===== src/rtl/alarm_ring_pkg.sv =====
// Shared definitions for the alarm ring block: packed-BCD time field
// offsets, the separator nibble value, counter widths and FSM states.
package alarm_ring_pkg;

  localparam int SEC_ONES_LSB = 0;
  localparam int SEC_TENS_LSB = 4;
  localparam int SEP0_LSB     = 8;
  localparam int MIN_ONES_LSB = 12;
  localparam int MIN_TENS_LSB = 16;
  localparam int SEP1_LSB     = 20;
  localparam int HR_ONES_LSB  = 24;
  localparam int HR_TENS_LSB  = 28;

  localparam logic [3:0] BCD_SEP = 4'hE;

  localparam int RING_CNT_W = 17;
  localparam int SNZ_CNT_W  = 19;

  typedef enum logic [1:0] {
    ST_IDLE   = 2'd0,
    ST_RING   = 2'd1,
    ST_SNOOZE = 2'd2
  } state_t;

  // Hours and minutes must agree and the seconds must read 00;
  // separator nibbles and the alarm's seconds field play no part.
  function automatic logic time_match(input logic [31:0] t, input logic [31:0] a);
    return (t[HR_TENS_LSB  +: 4] == a[HR_TENS_LSB  +: 4]) &&
           (t[HR_ONES_LSB  +: 4] == a[HR_ONES_LSB  +: 4]) &&
           (t[MIN_TENS_LSB +: 4] == a[MIN_TENS_LSB +: 4]) &&
           (t[MIN_ONES_LSB +: 4] == a[MIN_ONES_LSB +: 4]) &&
           (t[SEC_TENS_LSB +: 4] == 4'h0) &&
           (t[SEC_ONES_LSB +: 4] == 4'h0);
  endfunction

endpackage


===== src/rtl/alarm_ring_btn_edge.sv =====
// Push-button conditioner: two-flop synchronizer into the clk_1khz domain
// followed by a rising-edge detector producing a one-cycle pulse.
module btn_edge (
  input  logic clk_1khz,
  input  logic rst_n,
  input  logic i_btn,
  output logic o_pulse
);

  logic r_sync1;
  logic r_sync2;
  logic r_prev;

  // Synchronize the raw level and keep its previous value for edge detection.
  always_ff @(posedge clk_1khz or negedge rst_n) begin
    if (!rst_n) begin
      r_sync1 <= 1'b0;
      r_sync2 <= 1'b0;
      r_prev  <= 1'b0;
    end else begin
      r_sync1 <= i_btn;
      r_sync2 <= r_sync1;
      r_prev  <= r_sync2;
    end
  end

  assign o_pulse = r_sync2 & ~r_prev;

endmodule


===== src/rtl/alarm_ring.sv =====
// Alarm clock ring controller: detects the start of the alarm minute,
// rings with a gated 500 Hz tone, supports snooze and stop buttons and
// auto-stops after a bounded ring time.
module alarm_ring
  import alarm_ring_pkg::*;
#(
  parameter int RING_MS   = 60000,
  parameter int SNOOZE_MS = 300000,
  parameter int BEEP_MS   = 500
) (
  input  logic        clk_1khz,
  input  logic        rst_n,
  input  logic        en,
  input  logic [31:0] time_in,
  input  logic [31:0] alarm_in,
  input  logic        alarm_on,
  input  logic        stop,
  input  logic        snooze,
  output logic        ringing,
  output logic        snoozing,
  output logic        buzzer
);

  localparam logic [RING_CNT_W-1:0] RING_LAST = RING_CNT_W'(RING_MS - 1);
  localparam logic [SNZ_CNT_W-1:0]  SNZ_LAST  = SNZ_CNT_W'(SNOOZE_MS - 1);
  localparam logic [RING_CNT_W-1:0] BEEP_W    = RING_CNT_W'(BEEP_MS);

  state_t                r_state;
  logic [RING_CNT_W-1:0] r_ring_cnt;
  logic [SNZ_CNT_W-1:0]  r_snz_cnt;
  logic                  r_tone;
  logic                  r_match_d;
  logic                  r_ringing;
  logic                  r_snoozing;
  logic                  r_buzzer;

  logic                  w_match;
  logic                  w_trigger;
  logic                  w_stop_pulse;
  logic                  w_snooze_pulse;
  logic [RING_CNT_W-1:0] w_ring_inc;
  logic [SNZ_CNT_W-1:0]  w_snz_inc;
  logic                  w_beep_inc;
  logic                  w_sep_unused;

  btn_edge u_stop_edge (
    .clk_1khz (clk_1khz),
    .rst_n    (rst_n),
    .i_btn    (stop),
    .o_pulse  (w_stop_pulse)
  );

  btn_edge u_snooze_edge (
    .clk_1khz (clk_1khz),
    .rst_n    (rst_n),
    .i_btn    (snooze),
    .o_pulse  (w_snooze_pulse)
  );

  // Separators and alarm seconds are carried on the bus but never compared.
  assign w_sep_unused = ^{time_in[SEP0_LSB +: 4] ^ BCD_SEP, time_in[SEP1_LSB +: 4],
                          alarm_in[SEP0_LSB +: 4], alarm_in[SEP1_LSB +: 4],
                          alarm_in[SEC_ONES_LSB +: 8]};

  assign w_match   = time_match(time_in, alarm_in);
  assign w_trigger = w_match & ~r_match_d & alarm_on & en;

  // Counters saturate instead of wrapping.
  assign w_ring_inc = (r_ring_cnt == {RING_CNT_W{1'b1}}) ? r_ring_cnt : r_ring_cnt + 17'd1;
  assign w_snz_inc  = (r_snz_cnt == {SNZ_CNT_W{1'b1}}) ? r_snz_cnt : r_snz_cnt + 19'd1;
  // Beep is on during even-numbered BEEP_MS windows of the ring counter.
  assign w_beep_inc = ((w_ring_inc / BEEP_W) & 17'd1) == 17'd0;

  // Delay match by one cycle; reset to 1 so a reset inside the alarm minute does not ring.
  always_ff @(posedge clk_1khz or negedge rst_n) begin
    if (!rst_n) begin
      r_match_d <= 1'b1;
    end else begin
      r_match_d <= w_match;
    end
  end

  // Ring FSM with counters and registered outputs updated alongside the state.
  always_ff @(posedge clk_1khz or negedge rst_n) begin
    if (!rst_n) begin
      r_state    <= ST_IDLE;
      r_ring_cnt <= '0;
      r_snz_cnt  <= '0;
      r_tone     <= 1'b0;
      r_ringing  <= 1'b0;
      r_snoozing <= 1'b0;
      r_buzzer   <= 1'b0;
    end else if (!en) begin
      r_state    <= ST_IDLE;
      r_ring_cnt <= '0;
      r_snz_cnt  <= '0;
      r_tone     <= 1'b0;
      r_ringing  <= 1'b0;
      r_snoozing <= 1'b0;
      r_buzzer   <= 1'b0;
    end else begin
      case (r_state)
        ST_IDLE: begin
          r_snz_cnt  <= '0;
          r_ring_cnt <= '0;
          r_snoozing <= 1'b0;
          if (w_trigger) begin
            r_state   <= ST_RING;
            r_tone    <= 1'b1;
            r_ringing <= 1'b1;
            r_buzzer  <= 1'b1;
          end else begin
            r_state   <= ST_IDLE;
            r_tone    <= 1'b0;
            r_ringing <= 1'b0;
            r_buzzer  <= 1'b0;
          end
        end
        ST_RING: begin
          // Stop wins over snooze when both pulses arrive together.
          if (!alarm_on || w_stop_pulse || (r_ring_cnt == RING_LAST)) begin
            r_state    <= ST_IDLE;
            r_ring_cnt <= '0;
            r_snz_cnt  <= '0;
            r_tone     <= 1'b0;
            r_ringing  <= 1'b0;
            r_snoozing <= 1'b0;
            r_buzzer   <= 1'b0;
          end else if (w_snooze_pulse) begin
            r_state    <= ST_SNOOZE;
            r_ring_cnt <= '0;
            r_snz_cnt  <= '0;
            r_tone     <= 1'b0;
            r_ringing  <= 1'b0;
            r_snoozing <= 1'b1;
            r_buzzer   <= 1'b0;
          end else begin
            r_state    <= ST_RING;
            r_ring_cnt <= w_ring_inc;
            r_snz_cnt  <= '0;
            r_tone     <= ~r_tone;
            r_ringing  <= 1'b1;
            r_snoozing <= 1'b0;
            r_buzzer   <= w_beep_inc & ~r_tone;
          end
        end
        ST_SNOOZE: begin
          if (!alarm_on || w_stop_pulse) begin
            r_state    <= ST_IDLE;
            r_snz_cnt  <= '0;
            r_tone     <= 1'b0;
            r_ringing  <= 1'b0;
            r_snoozing <= 1'b0;
            r_buzzer   <= 1'b0;
          end else if (r_snz_cnt == SNZ_LAST) begin
            r_state    <= ST_RING;
            r_snz_cnt  <= '0;
            r_tone     <= 1'b1;
            r_ringing  <= 1'b1;
            r_snoozing <= 1'b0;
            r_buzzer   <= 1'b1;
          end else begin
            r_state    <= ST_SNOOZE;
            r_snz_cnt  <= w_snz_inc;
            r_tone     <= 1'b0;
            r_ringing  <= 1'b0;
            r_snoozing <= 1'b1;
            r_buzzer   <= 1'b0;
          end
          r_ring_cnt <= '0;
        end
        default: begin
          r_state    <= ST_IDLE;
          r_ring_cnt <= '0;
          r_snz_cnt  <= '0;
          r_tone     <= 1'b0;
          r_ringing  <= 1'b0;
          r_snoozing <= 1'b0;
          r_buzzer   <= 1'b0;
        end
      endcase
    end
  end

  assign ringing  = r_ringing;
  assign snoozing = r_snoozing;
  assign buzzer   = r_buzzer;

endmodule


===== config.mk =====
export PLATFORM = sky130hd
export DESIGN_NAME = alarm_ring
export DESIGN_NICKNAME = d
export VERILOG_FILES = /design/src/rtl/alarm_ring_pkg.sv /design/src/rtl/alarm_ring_btn_edge.sv /design/src/rtl/alarm_ring.sv
export SDC_FILE = /design/constraint.sdc
export NUM_CORES = 1
export LEC_CHECK = 0
export ABC_AREA = 1
export CAP_MARGIN = 30
export CORE_MARGIN = 3
export CORE_UTILIZATION = 53
export DETAILED_ROUTE_END_ITERATION = 16
export PLACE_DENSITY = 0.79
export SLEW_MARGIN = 0
export SYNTH_ARGS = -nofsm -noshare
export SYNTH_HDL_FRONTEND = slang
export SYNTH_HIERARCHICAL = 1
export SYNTH_SLANG_ARGS = --single-unit
export TNS_END_PERCENT = 10

===== constraint.sdc =====
create_clock -name clk_1khz -period 5.83 [get_ports clk_1khz]
set_clock_uncertainty 0.05 [all_clocks]
set_input_delay 0.583 -clock clk_1khz [delete_from_list [all_inputs] [get_ports clk_1khz]]
set_output_delay 0.583 -clock clk_1khz [all_outputs]
set_load 0.02 [all_outputs]

==> results_dict.tcl <==
set metrics [dict create \
    vias_per_cell 5.28 \
    dieArea_um2 9500 \
    largest_family_of_logic_cells_by_synthesized_area "simple AND/OR/NAND/NOR gates" \
    ys.flop_type "dfrtp_1" \
    syn-cell-area_um2 4430 \
    cts.reportedPaths.clkPinSlew_ns 0.08 \
    path_common_cell "nand2_4" \
    finalWirelength_mm 11.3 \
    chipHeight_um 97.5 \
    drt_pass1_iterations 5 \
    setup_repair_after_global_routing_missed_its_margin "yes" \
    number_of_diodes_added_for_antenna_fixing 0 \
    syn-mean-instance-area_um2 6.30 \
    netlist.top_cell.by_area "dfrtp_1" \
    worstReg2RegStart "r_ring_cnt[1]" \
    final.fill_count 665 \
    ant_nets 0 \
    pin_count 73 \
    portBuffers 48 \
    critical_path.max_fanout 6 \
    maximum_level_of_the_cts_h_tree 2 \
    finalCritPeriodShare_pct 96.3 \
    route.layer.met1.wl_mm 4.73 \
    post_layout_minimum_cycle_time_ns 5.61 \
    cell_area_reported_after_detailed_placement_um2 5140 \
    hold_vio_cnt_final 0 \
    routability_driven_placement_congestion_ratio 0.871 \
    antenna_violations_before_repair 0 \
    cp.required_ns 5.96 \
    detail_route.drc_violations 0 \
    yosysSeqAreaShare_pct 27.1 \
    worst_skew_pair.late_latency_ns 0.30 \
    wl_met2_mm 6.06 \
    fin_area_um2 5730 \
    worst_hold_path_type "input pin to async pin" \
    synth.area.top_cells "dfrtp_1, nand2_1, inv_1" \
    via_count_of_the_first_global_routing_pass 4237 \
    post_synth_xor_area_fraction_pct 4.94 \
    worst_setup_sp "r_ring_cnt[1]" \
    routed-wl-met3_um 403 \
    post-place-ws_ns -0.116 \
    initial_core_util_pct 55.9 \
    netlist.area_leader.share_pct 26.5 \
    synth_compound_gate_area_share_pct 12.3 \
    slew_violations 0 \
    global_route_total_overflow 0 \
    setup-violations-final 0 \
    grt_start_max_net_pins 33 \
    design_power_total_uw 578 \
    yosys_register_bits 48 \
    drt_iter0_drc 219 \
    tritoncts_num_sinks 48 \
    yosys.area_share.adder_pct 1.69 \
    worst_slew_margin_relative_to_its_limit_pct 34.0 \
    synth_mux_area_share_pct 0 \
    yosys.cell_types.count 45 \
    die_width_um 97.5 \
    grt_usage_pct 21.3 \
    cp-start-kind "register" \
    pwr_dens_nw_per_um2 101 \
    timing.critical_path.arrival_ns 5.74 \
    synth-edff-count 0 \
    synth_common_cells "nand2_1, inv_1, nor2_1, nand3_1, dfrtp_1" \
    routed_wire_length_per_instance_um 12.6 \
    clock.fmax_mhz 178 \
    placeableCoreArea_um2 7930 \
    synth_fp_nets 780 \
    synthArstFlopShare_pct 100 \
    vias_after_detailed_routing 4730 \
    worst_pin_slew_ns 0.986 \
    postSynthCellCount 704 \
    outcome "completed" \
    area_growth_syn_to_layout_pct 29.2 \
    hpwlAfterDp_mm 8.21 \
    cap_violations 0 \
    critical_path_class "register to register" \
    clk_root_buffer_cell "clkbuf_8" \
    tritoncts "built" \
    r2r_slack_ns 0.22 \
    postLayoutCoreUtil_pct 72.3 \
    postLayoutSetupSlackWorst_ns 0.218 \
    numCtsBuffers 5 \
    timing.critical_path.to "buzzer" \
    max-vdd-ir-drop_v 0.000142 \
    finish.net_count 870 \
    crit_path_max_incr_delay_ns 0.43 \
    synth_most_common_cell "nand2_1" \
    power.leakage_uw 0.00275 \
    synth_simple_gate_area_share_pct 43.5 \
    rr_worst_depth 49 \
    worst_r2r_endpoint "buzzer" \
    wire_length_of_the_first_global_routing_pass_mm 17.6 \
    timing.critical_path.to_type "register" \
    uppermost_signal_routing_layer_after_detailed_routing "met4" \
    yosys_warns 6 \
    clk_path_buf_depth 2 \
    cpMaxStageDelayCell "dfrtp_1" \
    std_cell_rows 32 \
    layout-drive-gt1-share_pct 23.8 \
    whs_ns 0.146 \
]
[kinds of logic after synthesis]
kind of cell | Yosys count
AO/OA/AOI/OAI | 86
XOR/XNOR | 25
adder cells (fa/ha/maj) | 6
buffers and inverters | 122
flip-flops | 48
AND/OR/NAND/NOR | 417
[worst max-delay path, delay by kind of cell, from the launching register on]
kind                     cells  cell delay, ns
AO/OA/AOI/OAI                4            0.58
buffers and inverters        8            0.69
flip-flops                   1            0.43
adder cells (fa/ha/maj)      1            0.19
AND/OR/NAND/NOR             36            3.51
[worst min-delay path by stage]
stage / startpoint / slack, ns / cells past startpoint / to
finish: rst_n / 0.15 / 1 / r_snz_cnt[9]
global route: rst_n / 0.15 / 1 / r_snz_cnt[6]
CTS: rst_n / 0.15 / 1 / r_snz_cnt[6]
detailed placement: u_stop_edge/r_sync1 / 0.29 / 0 / u_stop_edge/r_sync2
global placement: u_stop_edge/r_sync1 / 0.29 / 0 / u_stop_edge/r_sync2
floorplan: rst_n / 0.24 / 0 / buzzer
[state kept, by name, indices dropped and copies added, names as in the netlist]
name,cells
u_snooze_edge/r_sync1,1
r_state,1
snoozing,1
u_snooze_edge/r_sync2,1
u_stop_edge/r_prev,1
buzzer,1
r_ring_cnt,17
ringing,1
r_match_d,1
r_tone,1
u_stop_edge/r_sync2,1
u_snooze_edge/r_prev,1
u_stop_edge/r_sync1,1
r_snz_cnt,19
[repair_timing]
action	CTS	global route
hold buffers	0	0
buffers inserted	0	23
endpoints found under the hold margin	0	0
endpoints found under the setup margin	1	1
gates cloned	0	1
gates resized for setup	2	85
pin swaps	0	40
[where the power goes]
group	total, µW	switching, µW	internal, µW
logic	53.4	18.5	34.9
registers	335	0.768	335
clock network	189	108	81.3
total	578	127	451
[area by class of cell]
| cell class | count | area [µm²] | area share (%) |
|---|---|---|---|
| timing repair buffer | 87 | 785 | 13.7 |
| multi-input combinational | 535 | 3090 | 53.9 |
| tap | 102 | 128 | 2.23 |
| clock buffer | 5 | 68.8 | 1.20 |
| clock inverter | 2 | 12.5 | 0.218 |
| inverter | 117 | 439 | 7.67 |
| sequential | 48 | 1210 | 21.1 |
[cells in the final DEF (no fill, tap or decap), drive strengths merged, types with 5 or more instances in the layout]
cell	instances
nand2	217
inv	117
nor2	102
nand3	56
clkdlybuf4s50	47
dfrtp	47
buf	40
a21oi	34
o21ai	25
xor2	17
nand4	13
nor3	10
xnor2	8
or2	6
nor4	6
ha	6
a31oi	5
clkbuf	5
o21bai	5
[through the flow]
stage	instances	setup TNS [ns]
3_5_place_dp	865	-0.116
3_3_place_gp	864	0
4_1_cts	872	0
6_report	896	0
5_1_grt	896	-0.325
2_1_floorplan	704	0
[layer usage]
layer / vias to the layer above / GRT usage (%)
li1: 2423 / -
met1: 2194 / 26.6
met2: 102 / 39.2
met3: 11 / 3.23
met4: 0 / 3.62
met5: - / 0
(Power assumes the default switching activity.)
==> variant 1: new RTL, same flow settings <==
Register the input `alarm_in` before use. The logic sees it one clock later. The other inputs are not delayed to match.
--- a/src/rtl/alarm_ring.sv
+++ b/src/rtl/alarm_ring.sv
@@ -24,6 +24,12 @@
   localparam logic [RING_CNT_W-1:0] RING_LAST = RING_CNT_W'(RING_MS - 1);
   localparam logic [SNZ_CNT_W-1:0]  SNZ_LAST  = SNZ_CNT_W'(SNOOZE_MS - 1);
   localparam logic [RING_CNT_W-1:0] BEEP_W    = RING_CNT_W'(BEEP_MS);
+
+  logic [31:0] alarm_q;
+
+  always_ff @(posedge clk_1khz) begin
+    alarm_q <= alarm_in;
+  end
 
   state_t                r_state;
   logic [RING_CNT_W-1:0] r_ring_cnt;
@@ -59,10 +65,10 @@
 
   // Separators and alarm seconds are carried on the bus but never compared.
   assign w_sep_unused = ^{time_in[SEP0_LSB +: 4] ^ BCD_SEP, time_in[SEP1_LSB +: 4],
-                          alarm_in[SEP0_LSB +: 4], alarm_in[SEP1_LSB +: 4],
-                          alarm_in[SEC_ONES_LSB +: 8]};
+                          alarm_q[SEP0_LSB +: 4], alarm_q[SEP1_LSB +: 4],
+                          alarm_q[SEC_ONES_LSB +: 8]};
 
-  assign w_match   = time_match(time_in, alarm_in);
+  assign w_match   = time_match(time_in, alarm_q);
   assign w_trigger = w_match & ~r_match_d & alarm_on & en;
 
   // Counters saturate instead of wrapping.
Function: changed (a bounded check fails within 4 cycles, from zero or initial values and one cycle with rst_n low).
==> variant 1 against the original RTL <==
The run now ends with negative setup slack left. Synthesized cell count up 6.5%. Global-route usage up 0.67 points. Design area up 19%. Sequential share of layout area up 1.4 points. Worst setup slack worse by 0.28 ns. Synthesized area up 14%. Power up 47%. Count of clock-buffer cells in the layout up 6. Sequential cell count up 16. Routed wire length up 21%. Critical path type unchanged. Largest cell class unchanged.
==> variant 1: results (changes against the original RTL) <==
STA
  • Final setup violation count: 1 (+1)
  • Setup TNS: -0.0626 ns (-0.0626 ns)
  • Setup ws final: -0.0626 ns (-0.280 ns)
  • Normalized max-slew margin: 37.9% (+3.9 points)

Cells and area
  • # nets final: 932 (+7.1%)

Status
  • Failing checks: negative setup slack
  • Status: finished with violations

CTS
  • Clock latency on the worst-skew pair: 0.34 ns (+0.04 ns)
  • Post-cts gate resize count: 8 (+6)

Critical path
  • Worst endpoint data arrival time: 6.06 ns (+0.32 ns)
  • Max Fanout on Critical Path: 8 (+2)

Routing
  • M1 WL: 5.46 mm (+15%)
  • DR WL met2: 7.18 mm (+19%)
  • WL/cell: 13.8 µm (+10%)
  • Via count: 5,253 (+11%)

Logic synthesis
  • Syn Nets: 826 (+5.9%)

GRT
  • Met3 GRT Util: 4.60% (+1.4 points)
  • First-pass GRT wire length: 20.5 mm (+16%)
  • Largest net degree at the start of global routing: 31 (-6.1%)

Power
  • Combinational cell power: 51.3 µW (-3.9%)
  • P_seq: 453 µW (+35%)
  • Static leakage: 3.21 nW (+17%)
  • Internal Power: 650 µW (+44%)
  • Peak supply drop: 0.000146 V (+3.3%)

Place
  • DP Wirelength: 8.97 mm (+9.2%)
  • Dpl cell area: 5670 µm² (+10%)
==> variant 1: cell count changes after synthesis, moves of 3 or more <==
cell     delta
inv_1       +9
nor3_1      +3
nand2_1     -3
xor2_1      -3
nand2_4     +5
a21oi_1     -6
dfxtp_1    +16
nor2_4      +4
o21ai_1     +4
==> variant 1: cells by family (layout without fill, tap and decap cells) <==
logic type	Yosys count	count (layout)	share of synthesized area [%]
AO/OA/AOI/OAI	92	92	11.6
XOR/XNOR	21	21	3.92
adder cells (fa/ha/maj)	6	6	1.49
buffers and inverters	133	244	10.3
flip-flops	64	64	30.2
AND/OR/NAND/NOR	434	434	42.5
==> variant 1: final cells by class <==
cell class / count / share of cell area (%)
Timing Repair Buffer: 99 / 12.9
Clock buffer: 11 / 2.08
Multi-Input combinational cell: 553 / 52.2
Inverter: 129 / 7.53
Tap cell: 126 / 2.32
Clock inverter: 5 / 0.479
Sequential cell: 64 / 22.5
==> variant 2: new RTL, same flow settings <==
Made on the original files. `HR_TENS_LSB`: 28 -> 14.
--- a/src/rtl/alarm_ring_pkg.sv
+++ b/src/rtl/alarm_ring_pkg.sv
@@ -9,7 +9,7 @@
   localparam int MIN_TENS_LSB = 16;
   localparam int SEP1_LSB     = 20;
   localparam int HR_ONES_LSB  = 24;
-  localparam int HR_TENS_LSB  = 28;
+  localparam int HR_TENS_LSB  = 14;
 
   localparam logic [3:0] BCD_SEP = 4'hE;
 
Check against the original RTL: not equivalent (Yosys sat finds a counterexample within 4 cycles, from zero or initial values and one cycle with rst_n low).
==> variant 2 against the original RTL <==
Design area increased by 1.2%. Worst setup slack got worse by 0.20 ns. Synthesized area increased by 2.1%. Highest routed layer unchanged. Clock power increased by 31%. Sequential cell count unchanged. Cell count decreased by 3.5%. Sequential share of layout area decreased by 0.31 points. Core utilization decreased by 2.1 points. Power increased by 8.7%. Routed wire length increased by 2.5%.
==> variant 2: results (changes against the original RTL) <==
Logic synthesis
  • Most instantiated cells after synthesis: nand2_1 (176), inv_1 (89), nor2_1 (81), dfrtp_1 (47), nand3_1 (42)
  • Syn Nets: 760 (-2.6%)
  • Synth top area cells: dfrtp_1 (26%), nand2_1 (15%), inv_1 (7.4%), nor2_1 (6.7%), nand3_1 (4.6%)
  • Seq/Total Area, Yosys: 26.6% (-0.57 points)

Status
  • Status: finished, final reports clean

Cells and area
  • Finished Layout Cells: 865 (-3.5%)
  • Fill cells: 643 (-3.3%)
  • # nets final: 835 (-4.0%)
  • Share of cells above drive strength 1: 25.5% (+1.7 points)

Place
  • Final GP Congestion: 0.882 (+1.3%)
  • DP Wirelength: 8.33 mm (+1.5%)
  • Dpl cell area: 5080 µm² (-1.3%)
  • # port buffers: 40 (-17%)
  • Placed cells: 830 (-4.0%)

GRT
  • GRT Total Usage: 21.7% (+0.41 points)
  • Met1 Track Usage GR: 26.8% (+0.27 points)
  • Vias in the first global route: 4,322 (+2.0%)
  • Largest net degree at the start of global routing: 41 (+24%)
  • Met3 GRT Util: 1.77% (-1.5 points)
  • First-pass GRT wire length: 18.1 mm (+3.2%)
  • Met2 usage: 40.2% (+1.1 points)

CTS
  • CTS buffer count: 5 (unchanged)

Critical path
  • Crit path from: r_ring_cnt[0]$_DFF_PN0_
  • Max Fanout on Critical Path: 7 (+1)
  • Max incr delay on CP: 0.46 ns (+0.03 ns)
  • R2R depth: 46 (-6.1%)
  • Reg2Reg Setup Slack: 0.02 ns (-0.20 ns)
  • Worst endpoint data arrival time: 6.00 ns (+0.26 ns)

Routing
  • Drt initial violations: 265 (+21%)
  • Vias per inst: 5.39 (+2.2%)
  • Pre-antenna DRT Iters: 6 (+1)

Power
  • Static leakage: 2.65 nW (-3.4%)
  • Peak supply drop: 0.000173 V (+22%)

STA
  • Normalized max-slew margin: 40.8% (+6.8 points)

Min path
  • HP Class: primary input to async pin
[variant 2: cell count changes after synthesis, sizes merged, moves of 3 or more]
| cell | delta |
|---|---|
| xor2 | +4 |
| nand3 | -4 |
| buf | -3 |
| nor2 | -3 |
| inv | -9 |
| o21ai | +4 |
| a21oi | -8 |
| nand4 | +5 |
| xnor2 | -4 |
[variant 2: logic make-up after synthesis]
group                      after synthesis  share of synthesized area, %
xor gates and xnor gates                25                          4.84
DFF                                     48                          26.6
adders and majority gates                6                          1.66
buffers and inverters                  112                          9.53
and+or+nand+nor                        414                          46.5
AOI/OAI and AO/OA                       79                          10.9
[variant 2: per-layer routing]
metal | up-vias | routed length (µm)
li1 | 2342 | -
met1 | 2182 | 4710
met2 | 112 | 6240
met3 | 29 | 346
met4 | 0 | 233
met5 | - | 0
[variant 2: per-stage QoR]
step / util (%) / worst slack (ns) / hold slack, ns
5_1_grt: 70.2 / -0.360 / 0.0814
6_report: 70.2 / 0.0187 / 0.0806
2_1_floorplan: - / 0.783 / 0.237
3_5_place_dp: 61.5 / -0.0378 / 0.295
4_1_cts: 63.0 / 0.0244 / 0.0795
3_3_place_gp: 61.2 / 0.192 / 0.294
[variant 2: power breakdown]
| group | switching, mW | total (mW) | internal (mW) |
|---|---|---|---|
| combinational | 0.0168 | 0.0451 | 0.0283 |
| clock | 0.118 | 0.248 | 0.129 |
| sequential | 0.000772 | 0.336 | 0.335 |
| total | 0.136 | 0.628 | 0.492 |
[variant 2: area by class of cell]
class                   instances  share of cell area [%]
clock inverters                 3                   0.799
inverters                     109                    7.40
multi-input cells             526                    56.8
well taps                     105                    2.27
clock buffers                   5                    1.19
repair buffers                 69                    10.8
flip-flops and latches         48                    20.7
